File: config.mk
export PLATFORM = sky130hd
export DESIGN_NAME = calc_bin2bcd_seq
export DESIGN_NICKNAME = d
export VERILOG_FILES = /design/src/rtl/calc_pkg.sv /design/src/rtl/calc_bcd_digit_adj.sv /design/src/rtl/calc_bin2bcd_seq.sv
export SDC_FILE = /design/constraint.sdc
export NUM_CORES = 1
export LEC_CHECK = 0
export ABC_AREA = 1
export BUFFER_PORTS_ARGS = -buffer_cell sky130_fd_sc_hd__buf_4
export CAP_MARGIN = 20
export CORE_MARGIN = 4
export CORE_UTILIZATION = 32
export DETAILED_ROUTE_END_ITERATION = 8
export REMOVE_ABC_BUFFERS = 1
export SLEW_MARGIN = 20
export SYNTH_ARGS = -nofsm -noshare
export SYNTH_HDL_FRONTEND = slang
export SYNTH_SLANG_ARGS = --single-unit
export TNS_END_PERCENT = 1
File: constraint.sdc
create_clock -name Clk -period 2.2 [get_ports Clk]
set_input_delay 0 -clock Clk [delete_from_list [all_inputs] [get_ports Clk]]
set_output_delay 0 -clock Clk [all_outputs]
set_load 0.05 [all_outputs]
File: src/rtl/calc_pkg.sv
// Shared calculator constants: result width, display digit count, BCD digit width, converter states.
// Pure declarations; no timing or backpressure of its own.
package calc_pkg;

    localparam int C_RESULT_W = 17;
    localparam int SSD_DIGITS = 6;
    localparam int DIGIT_W    = 4;

    localparam logic [1:0] ST_IDLE_ENC  = 2'd0;
    localparam logic [1:0] ST_SHIFT_ENC = 2'd1;
    localparam logic [1:0] ST_DONE_ENC  = 2'd2;

    typedef enum logic [1:0] {
        ST_IDLE  = ST_IDLE_ENC,
        ST_SHIFT = ST_SHIFT_ENC,
        ST_DONE  = ST_DONE_ENC
    } state_e;

endpackage

File: src/rtl/calc_bcd_digit_adj.sv
// Double-dabble digit correction: a BCD digit of 5 or more gets +3 before the next shift.
// Purely combinational, zero latency, no flow control.
module calc_bcd_digit_adj
    import calc_pkg::*;
(
    input  logic [DIGIT_W-1:0] d_in,
    output logic [DIGIT_W-1:0] d_out
);

    always_comb begin
        d_out = d_in;
        if (d_in >= 4'd5) begin
            d_out = d_in + 4'd3;
        end
    end

endmodule

File: src/rtl/calc_bin2bcd_seq.sv
// Sequential binary-to-BCD converter with sign, leading-zero blank mask and overflow flag.
// Start accepted in IDLE only; Done pulses W+1 cycles later; Start while Busy is dropped, not queued.
module calc_bin2bcd_seq
    import calc_pkg::*;
#(
    parameter int W      = C_RESULT_W,
    parameter int DIGITS = SSD_DIGITS,
    parameter int SIGNED = 0
) (
    input  logic                    Clk,
    input  logic                    Reset,
    input  logic                    Start,
    input  logic [W-1:0]            Bin,
    output logic                    Busy,
    output logic                    Done,
    output logic [DIGIT_W*DIGITS-1:0] Bcd,
    output logic [DIGITS-1:0]       Blank,
    output logic                    Neg,
    output logic                    Ovf
);

    localparam int BW = DIGIT_W * DIGITS;
    localparam int WW = BW + W;
    localparam int CW = $clog2(W + 1);
    localparam logic [DIGITS-1:0] BLANK_RST = {{(DIGITS-1){1'b1}}, 1'b0};

    state_e              state_q, state_d;
    logic [BW-1:0]       work_bcd_q, work_bcd_d;
    logic [W-1:0]        mag_q, mag_d;
    logic                sign_q, sign_d;
    logic                ovf_acc_q, ovf_acc_d;
    logic [CW-1:0]       cnt_q, cnt_d;
    logic                busy_q, busy_d;
    logic                done_q, done_d;
    logic [BW-1:0]       bcd_q, bcd_d;
    logic [DIGITS-1:0]   blank_q, blank_d;
    logic                neg_q, neg_d;
    logic                ovf_q, ovf_d;

    logic [BW-1:0]       adj_bcd;
    logic [WW:0]         shift_w;
    logic [BW-1:0]       bcd_n;
    logic [W-1:0]        mag_n;
    logic                shift_out;
    logic [DIGITS-1:0]   blank_n;
    logic                zero_above;
    logic [W-1:0]        mag_in;

    for (genvar g = 0; g < DIGITS; g++) begin : g_adj
        calc_bcd_digit_adj u_adj (
            .d_in  (work_bcd_q[g*DIGIT_W +: DIGIT_W]),
            .d_out (adj_bcd[g*DIGIT_W +: DIGIT_W])
        );
    end

    always_comb begin
        // The extra top bit of shift_w captures what falls off the last digit.
        shift_w   = {1'b0, adj_bcd, mag_q} << 1;
        shift_out = shift_w[WW];
        bcd_n     = shift_w[WW-1:W];
        mag_n     = shift_w[W-1:0];

        blank_n    = '0;
        zero_above = 1'b1;
        for (int i = DIGITS - 1; i >= 1; i--) begin
            zero_above = zero_above && (bcd_n[i*DIGIT_W +: DIGIT_W] == '0);
            blank_n[i] = zero_above;
        end

        mag_in = ((SIGNED != 0) && Bin[W-1]) ? (~Bin + {{(W-1){1'b0}}, 1'b1}) : Bin;
    end

    always_comb begin
        state_d    = state_q;
        work_bcd_d = work_bcd_q;
        mag_d      = mag_q;
        sign_d     = sign_q;
        ovf_acc_d  = ovf_acc_q;
        cnt_d      = cnt_q;
        busy_d     = busy_q;
        done_d     = 1'b0;
        bcd_d      = bcd_q;
        blank_d    = blank_q;
        neg_d      = neg_q;
        ovf_d      = ovf_q;

        case (state_q)
            ST_IDLE: begin
                if (Start) begin
                    state_d    = ST_SHIFT;
                    busy_d     = 1'b1;
                    mag_d      = mag_in;
                    sign_d     = (SIGNED != 0) && Bin[W-1];
                    work_bcd_d = '0;
                    ovf_acc_d  = 1'b0;
                    cnt_d      = CW'(W);
                end
            end
            ST_SHIFT: begin
                work_bcd_d = bcd_n;
                mag_d      = mag_n;
                ovf_acc_d  = ovf_acc_q | shift_out;
                cnt_d      = cnt_q - {{(CW-1){1'b0}}, 1'b1};
                if (cnt_q == {{(CW-1){1'b0}}, 1'b1}) begin
                    state_d = ST_DONE;
                    done_d  = 1'b1;
                    bcd_d   = bcd_n;
                    blank_d = blank_n;
                    ovf_d   = ovf_acc_q | shift_out;
                    // A zero magnitude never reports negative.
                    neg_d   = sign_q && ((|bcd_n) || ovf_acc_q || shift_out);
                end
            end
            ST_DONE: begin
                state_d = ST_IDLE;
                busy_d  = 1'b0;
            end
            default: begin
                state_d = ST_IDLE;
                busy_d  = 1'b0;
            end
        endcase
    end

    always_ff @(posedge Clk or posedge Reset) begin
        if (Reset) begin
            state_q    <= ST_IDLE;
            work_bcd_q <= '0;
            mag_q      <= '0;
            sign_q     <= 1'b0;
            ovf_acc_q  <= 1'b0;
            cnt_q      <= '0;
            busy_q     <= 1'b0;
            done_q     <= 1'b0;
            bcd_q      <= '0;
            blank_q    <= BLANK_RST;
            neg_q      <= 1'b0;
            ovf_q      <= 1'b0;
        end else begin
            state_q    <= state_d;
            work_bcd_q <= work_bcd_d;
            mag_q      <= mag_d;
            sign_q     <= sign_d;
            ovf_acc_q  <= ovf_acc_d;
            cnt_q      <= cnt_d;
            busy_q     <= busy_d;
            done_q     <= done_d;
            bcd_q      <= bcd_d;
            blank_q    <= blank_d;
            neg_q      <= neg_d;
            ovf_q      <= ovf_d;
        end
    end

    assign Busy  = busy_q;
    assign Done  = done_q;
    assign Bcd   = bcd_q;
    assign Blank = blank_q;
    assign Neg   = neg_q;
    assign Ovf   = ovf_q;

endmodule

Yosys cells after proc, flatten, opt, wreduce, memory -nomap -nowiden
Index checks and enable logic that the tools add are counted.
W data, S select, Z words.
{ "classes": {"bitwise": 2, "addsub": 7, "muxes": 21, "n_eq_ne": 4, "magnitude_cmp": 6, "reduce_logical": 15} }
{ "ops": {"columns": ["op", "n"], "rows": [
  ["$pmux W24 S2", 1],
  ["$pmux W17 S2", 1],
  ["$add A4 B2 Y4 const B", 6],
  ["$ge A4 B3 Y1 const B", 6],
  ["$mux W24", 1],
  ["$mux W4", 6],
  ["$logic_not A4 Y1", 5],
  ["$mux W17", 1],
  ["$pmux W5 S2", 1],
  ["$reduce_and A2 Y1", 4],
  ["$eq A5 B1 Y1 const B", 1],
  ["$mux W5", 1],
  ["$sub A5 B1 Y5 const B", 1],
  ["$logic_and A1 B1 Y1", 4],
  ["$mux W1", 4],
  ["$mux W2", 2],
  ["$ne A2 B2 Y1 const B", 2],
  ["$pmux W1 S2", 2],
  ["$pmux W2 S2", 1],
  ["$eq A2 B1 Y1 const B", 1],
  ["$logic_not A2 Y1", 1],
  ["$reduce_bool A2 Y1", 1],
  ["$not A1 Y1", 1],
  ["$or A1 B1 Y1", 1]
]} }
{ "totals": {"register_bits": 81, "word_cells": 65, "output_inout_bits": 34} }

Longest topological paths before layout
{ "logic_depth": {"depth_word": 7, "mapped_depth": 12} }

Hierarchy
From an unflattened synthesis, not the netlist that was laid out.
{ "hier_totals": {"hier_cells": 499, "hier_area_um2": 4124.0} }
{ "modules_own_cells": {"columns": ["module", "area_per_inst_um2", "instances", "cells_each"], "rows": [
  ["calc_bin2bcd_seq", 3313.2, 1, 361],
  ["calc_bcd_digit_adj", 135.1, 6, 23]
]} }

Worst setup path before layout
OpenSTA, ideal clock, no wires.
{ "synth_path": {"path_kind": "register to register", "start": "register work_bcd_q[8]", "end": "register blank_q[1], in the netlist Blank[1]", "path_slack_ps": 674, "path_stages_with_launch": 11, "arrival_ps": 1466, "path_cell_list": "dfrtp_1 inv_1 ha_1 inv_1 o21ai_0 nand3_1 nand2_1 nand2_1 nor2_1 nand4_1 nand2_1"} }
{ "synth_between": {"elab_chain_len": 6, "word_cells_on_any_way": 8} }
{ "synth_lines": {"columns": ["element", "line_no", "source"], "rows": [
  ["start: declaration", "calc_bin2bcd_seq.sv:28", "logic [BW-1:0] work_bcd_q, work_bcd_d;"],
  ["start signal: assignment", "calc_bin2bcd_seq.sv:141", "work_bcd_q <= work_bcd_d;"],
  ["$add A4 B2 Y4 or $ge A4 B3 Y1 (tied branches)", "calc_bcd_digit_adj.sv:13, calc_bcd_digit_adj.sv:12", null],
  ["$mux W4 (*)", "calc_bcd_digit_adj.sv:12", "if (d_in >= 4'd5) begin"],
  ["$logic_not A4 Y1", "calc_bin2bcd_seq.sv:66", "zero_above = zero_above && (bcd_n[i*DIGIT_W +: DIGIT_W] == '0);"],
  ["$logic_and A1 B1 Y1", "calc_bin2bcd_seq.sv:66", null],
  ["$logic_and A1 B1 Y1 (*) (2 in series)", "calc_bin2bcd_seq.sv:66", null],
  ["end signal: assignment", "calc_bin2bcd_seq.sv:149", "blank_q <= blank_d;"],
  ["end: declaration", "calc_bin2bcd_seq.sv:36", "logic [DIGITS-1:0] blank_q, blank_d;"]
]} }
Every way passes the cells marked *; elsewhere a longest branch is shown, timed or not.
A chain may end at the register's enable or synchronous reset.

Worst setup path after layout
{ "layout_path": {"start": "register work_bcd_q[4]", "end": "register blank_q[1], in the netlist Blank[1]"} }
{ "layout_between": {"elab_chain_len": 5, "word_cells_on_any_way": 7} }
{ "layout_lines": {"columns": ["element", "line_no"], "rows": [
  ["$add A4 B2 Y4 or $ge A4 B3 Y1 (tied branches)", "calc_bcd_digit_adj.sv:13, calc_bcd_digit_adj.sv:12"],
  ["$mux W4 (*)", "calc_bcd_digit_adj.sv:12"],
  ["$logic_not A4 Y1", "calc_bin2bcd_seq.sv:66"],
  ["$logic_and A1 B1 Y1", "calc_bin2bcd_seq.sv:66"],
  ["$logic_and A1 B1 Y1 (*)", "calc_bin2bcd_seq.sv:66"]
]} }
Marks and branches as above.

==> run_results.csv <==
group,metric,value,unit
placement,dp_hpwl,5820,µm
power,p_leak,2.47,nW
grt,grt_pass1_vias,3279,
detailed_routing,postRouteAntennaNets,0,
power,clkPwrFrac,0.203,
setup_path,r2r_start,"work_bcd_q[4]",
status,status,"finished, final reports clean",
setup_path,crit_path_start_kind,"flop",
timing,report.final.slew_viol_count,0,
clock_tree,htree_levels,3,
yosys,yosys-top-cells-area,"dfrtp_1 49%, nand2_1 14%, o21ai_0 5.3%",
cells_and_area,diodes,0,
setup_path,path_delay_family,"simple AND/OR/NAND/NOR gates",
cells_and_area,final_common_cell,"nand2_1",
setup_path,critPathMaxStageDelay,0.39,ns
power,swShare,0.450,
detailed_routing,via_per_inst,4.78,
yosys,ys_seq_area_frac,0.525,
clock_tree,path_clk_slew,0.06,ns
timing,timing.final.crit_share,0.861,
power,power,0.00849,W
cells_and_area,final_cell_mix,"142 x nand2_1, 76 x dfrtp_1, 55 x buf_4",
die,die_area,13900,µm²
power,pwr-share-comb,0.493,
yosys,ys_warn_count,0,
clock_tree,cts_tree,"built",
detailed_routing,wirelength_met1,3980,µm
cells_and_area,stdcell_count,671,
yosys,synth.avg_cell_area,8.57,µm²
die,rows,39,
timing,hold_viol,0,
detailed_routing,route.met2.wl,4240,µm
detailed_routing,route.detailed.drc,0,
cells_and_area,drive_above_1_share,0.169,
die,start_util,0.333,
placement,port_buffers,51,
yosys,ys_types,36,
detailed_routing,highest_layer,"met4",
setup_path,crit_slowest_cell,"dfrtp_1",
setup_path,r2r_end,"Blank[1]",
cells_and_area,n_fill_cell,1149,
grt,grt_max_degree,82,
min_path,hold_depth,3,
detailed_routing,wl_per_cell,13.1,µm
timing,skew,0.00650,ns
grt,grt_util_all_layers,0.135,
setup_path,worstSetupEndpointType,"flop",
grt,grt_pass1_wl,15600,µm
detailed_routing,vias,3210,
detailed_routing,wl,8800,µm
cells_and_area,syn_to_final_growth,27.3,%
power,intPower,0.00467,W
clock_tree,clock-root-buffer,"clkbuf_16",
timing,hold_ws,0.0326,ns
timing,post-route-min-period,1.89,ns
setup_path,cp_common_cell,"nand2_1",
yosys,syn_inst,452,
job,maxCapViolCount,0,
yosys,synth_seq_cells,81,
placement,dp.cells,637,
power,power.density,1720,nW/µm²
die,core-area,11600,µm²
setup_path,path_class,"flop to flop",
clock_tree,clock_path_buffers,2,
setup_path,reg2regPathDepth,10,
detailed_routing,drt_iter0_drc,178,
setup_path,cp.required,2.47,ns
timing,max_freq,0.528,GHz
power,power.net_switching,0.00382,W
clock_tree,post_cts.resized_instances,0,
timing,grt_setup_unrepaired,"false",
detailed_routing,route.met3.wl,388,µm
grt,antenna_found_initial,0,
power,pwr-share-seq,0.305,
timing,final-setup-viol-count,0,
die,boundaryPins,54,
timing,finalSetupTns,0,ns
detailed_routing,first_pass_iters,4,
setup_path,ff2ff_setup_slack,0.31,ns
cells_and_area,fin_nets,557,
placement,gp_congestion,0.818,
yosys,syn_area,3870,µm²
die,die-height,118,µm
die,die-width,118,µm
clock_tree,clock_latency,0.33,ns
setup_path,path_max_fanout,4,
setup_path,path_cells,"inv_1, ha_1, inv_1, o21ai_0, nand3_1, nand2_1, nand2_1, nor2_1, nand4_1, nand2_1",
yosys,yosysTopAreaCell,"dfrtp_1",
grt,gr-total-overflow,0,
clock_tree,cts.sinks,81,
min_path,hold_path.class,"input port to flop",
min_path,min_from,"Start",
min_path,min_to,"Busy",
clock_tree,numCtsBuffers,9,
power,ir_worst_vdd,0.000565,V
setup_path,worstPathArrival,2.17,ns
yosys,synth_top_area_frac,0.491,
setup_path,worstPathBufferInverterCount,2,
## registers in the layout, summed over array words and instances, names as in the netlist, 2 cells and up
signal and count:
Bcd 24, work_bcd_q 24, mag_q 17, Blank 5
cnt_q 5, state_q 2
## worst max path at each step
| stage | start | to | slack (ns) | cells after the start |
|---|---|---|---|---|
| 6_report | work_bcd_q[4] | Blank[1] | 0.31 | 10 |
| 4_1_cts | work_bcd_q[4] | Blank[1] | 0.30 | 10 |
| 2_1_floorplan | Reset | Bcd[0] | 0.13 | 1 |
| 5_1_grt | work_bcd_q[8] | Blank[2] | 0.09 | 10 |
| 3_3_place_gp | work_bcd_q[12] | Blank[1] | 0.47 | 10 |
| 3_5_place_dp | work_bcd_q[4] | Blank[1] | 0.38 | 10 |
## per-stage QoR
step,instance area (µm²),utilization,setup WS (ns)
5_1_grt,4930,0.424,0.0914
4_1_cts,4930,0.424,0.297
3_5_place_dp,4400,0.379,0.384
2_1_floorplan,3790,-,0.128
3_3_place_gp,4400,0.379,0.471
6_report,4930,0.424,0.306
## worst register-to-register path: stages (launching register included)
cell and delay (ns):
dfrtp_1 0.39, inv_1 0.14, ha_1 0.22, inv_1 0.05, o21ai_0 0.39, nand3_1 0.16, nand2_1 0.14, nand2_1 0.06
nor2_1 0.13, nand4_1 0.10, nand2_1 0.07
## Yosys cell counts
| cell | instances |
|---|---|
| nand2_1 | 142 |
| dfrtp_1 | 76 |
| inv_1 | 50 |
| o21ai_0 | 41 |
| nand3_1 | 31 |
| o22ai_1 | 24 |
| nor2_1 | 17 |
| ha_1 | 14 |
| buf_2 | 6 |
| dfstp_2 | 5 |
| nand4_1 | 5 |
| clkbuf_1 | 4 |
| a21oi_1 | 3 |
| and2_1 | 3 |
| buf_4 | 2 |
| buf_6 | 2 |
| inv_2 | 2 |
| inv_4 | 2 |
| nor2_8 | 2 |
| o211ai_1 | 2 |
| o21a_1 | 2 |
| o31ai_1 | 2 |
| xor2_1 | 2 |
| a21boi_0 | 1 |
| a22o_1 | 1 |
| buf_1 | 1 |
| conb_1 | 1 |
| mux2_2 | 1 |
| nand2_2 | 1 |
| nand2_4 | 1 |
| nand3_2 | 1 |
| nand3b_1 | 1 |
| nor2_2 | 1 |
| nor2_4 | 1 |
| nor3_1 | 1 |
| nor4_1 | 1 |
## cell families after synthesis
| family | synth area share |
|---|---|
| adder cells (fa/ha/maj) | 0.0452 |
| flip-flops | 0.525 |
| buffers and inverters | 0.0759 |
| AND/OR/NAND/NOR | 0.234 |
| other | 0.000968 |
| multiplexers | 0.00291 |
| XOR/XNOR | 0.00452 |
| AO/OA/AOI/OAI | 0.111 |
## layout make-up
type | instances | area, µm² | area share
sequential | 81 | 2030 | 0.413
multi-input combinational | 303 | 1550 | 0.314
timing repair buffer | 74 | 613 | 0.124
clock buffer | 11 | 243 | 0.0493
inverter | 54 | 209 | 0.0424
tap | 143 | 179 | 0.0363
clock inverter | 5 | 103 | 0.0208
## power groups by stage
| stage | Clock (W) | Combinational [W] | Sequential (W) |
|---|---|---|---|
| 2_1_floorplan | 0 | 0.00226 | 0.00334 |
| 3_3_place_gp | 0 | 0.00406 | 0.00259 |
| 3_5_place_dp | 0 | 0.00417 | 0.00260 |
| 4_1_cts | 0.00176 | 0.00422 | 0.00259 |
| 5_1_grt | 0.00184 | 0.00471 | 0.00268 |
| 6_report | 0.00172 | 0.00418 | 0.00258 |
## timing repair
item,CTS,global route
hold endpoints to repair,93,0
hold buffers,18,0
setup buffers,0,0
## per-layer routing
layer  global-route usage  vias to the layer above
li1                     -                     1609
met1                0.167                     1514
met2                0.223                       70
met3               0.0360                       17
met4               0.0571                        0
met5                    0                        -
No activity file was read; power rests on OpenSTA's default activity.
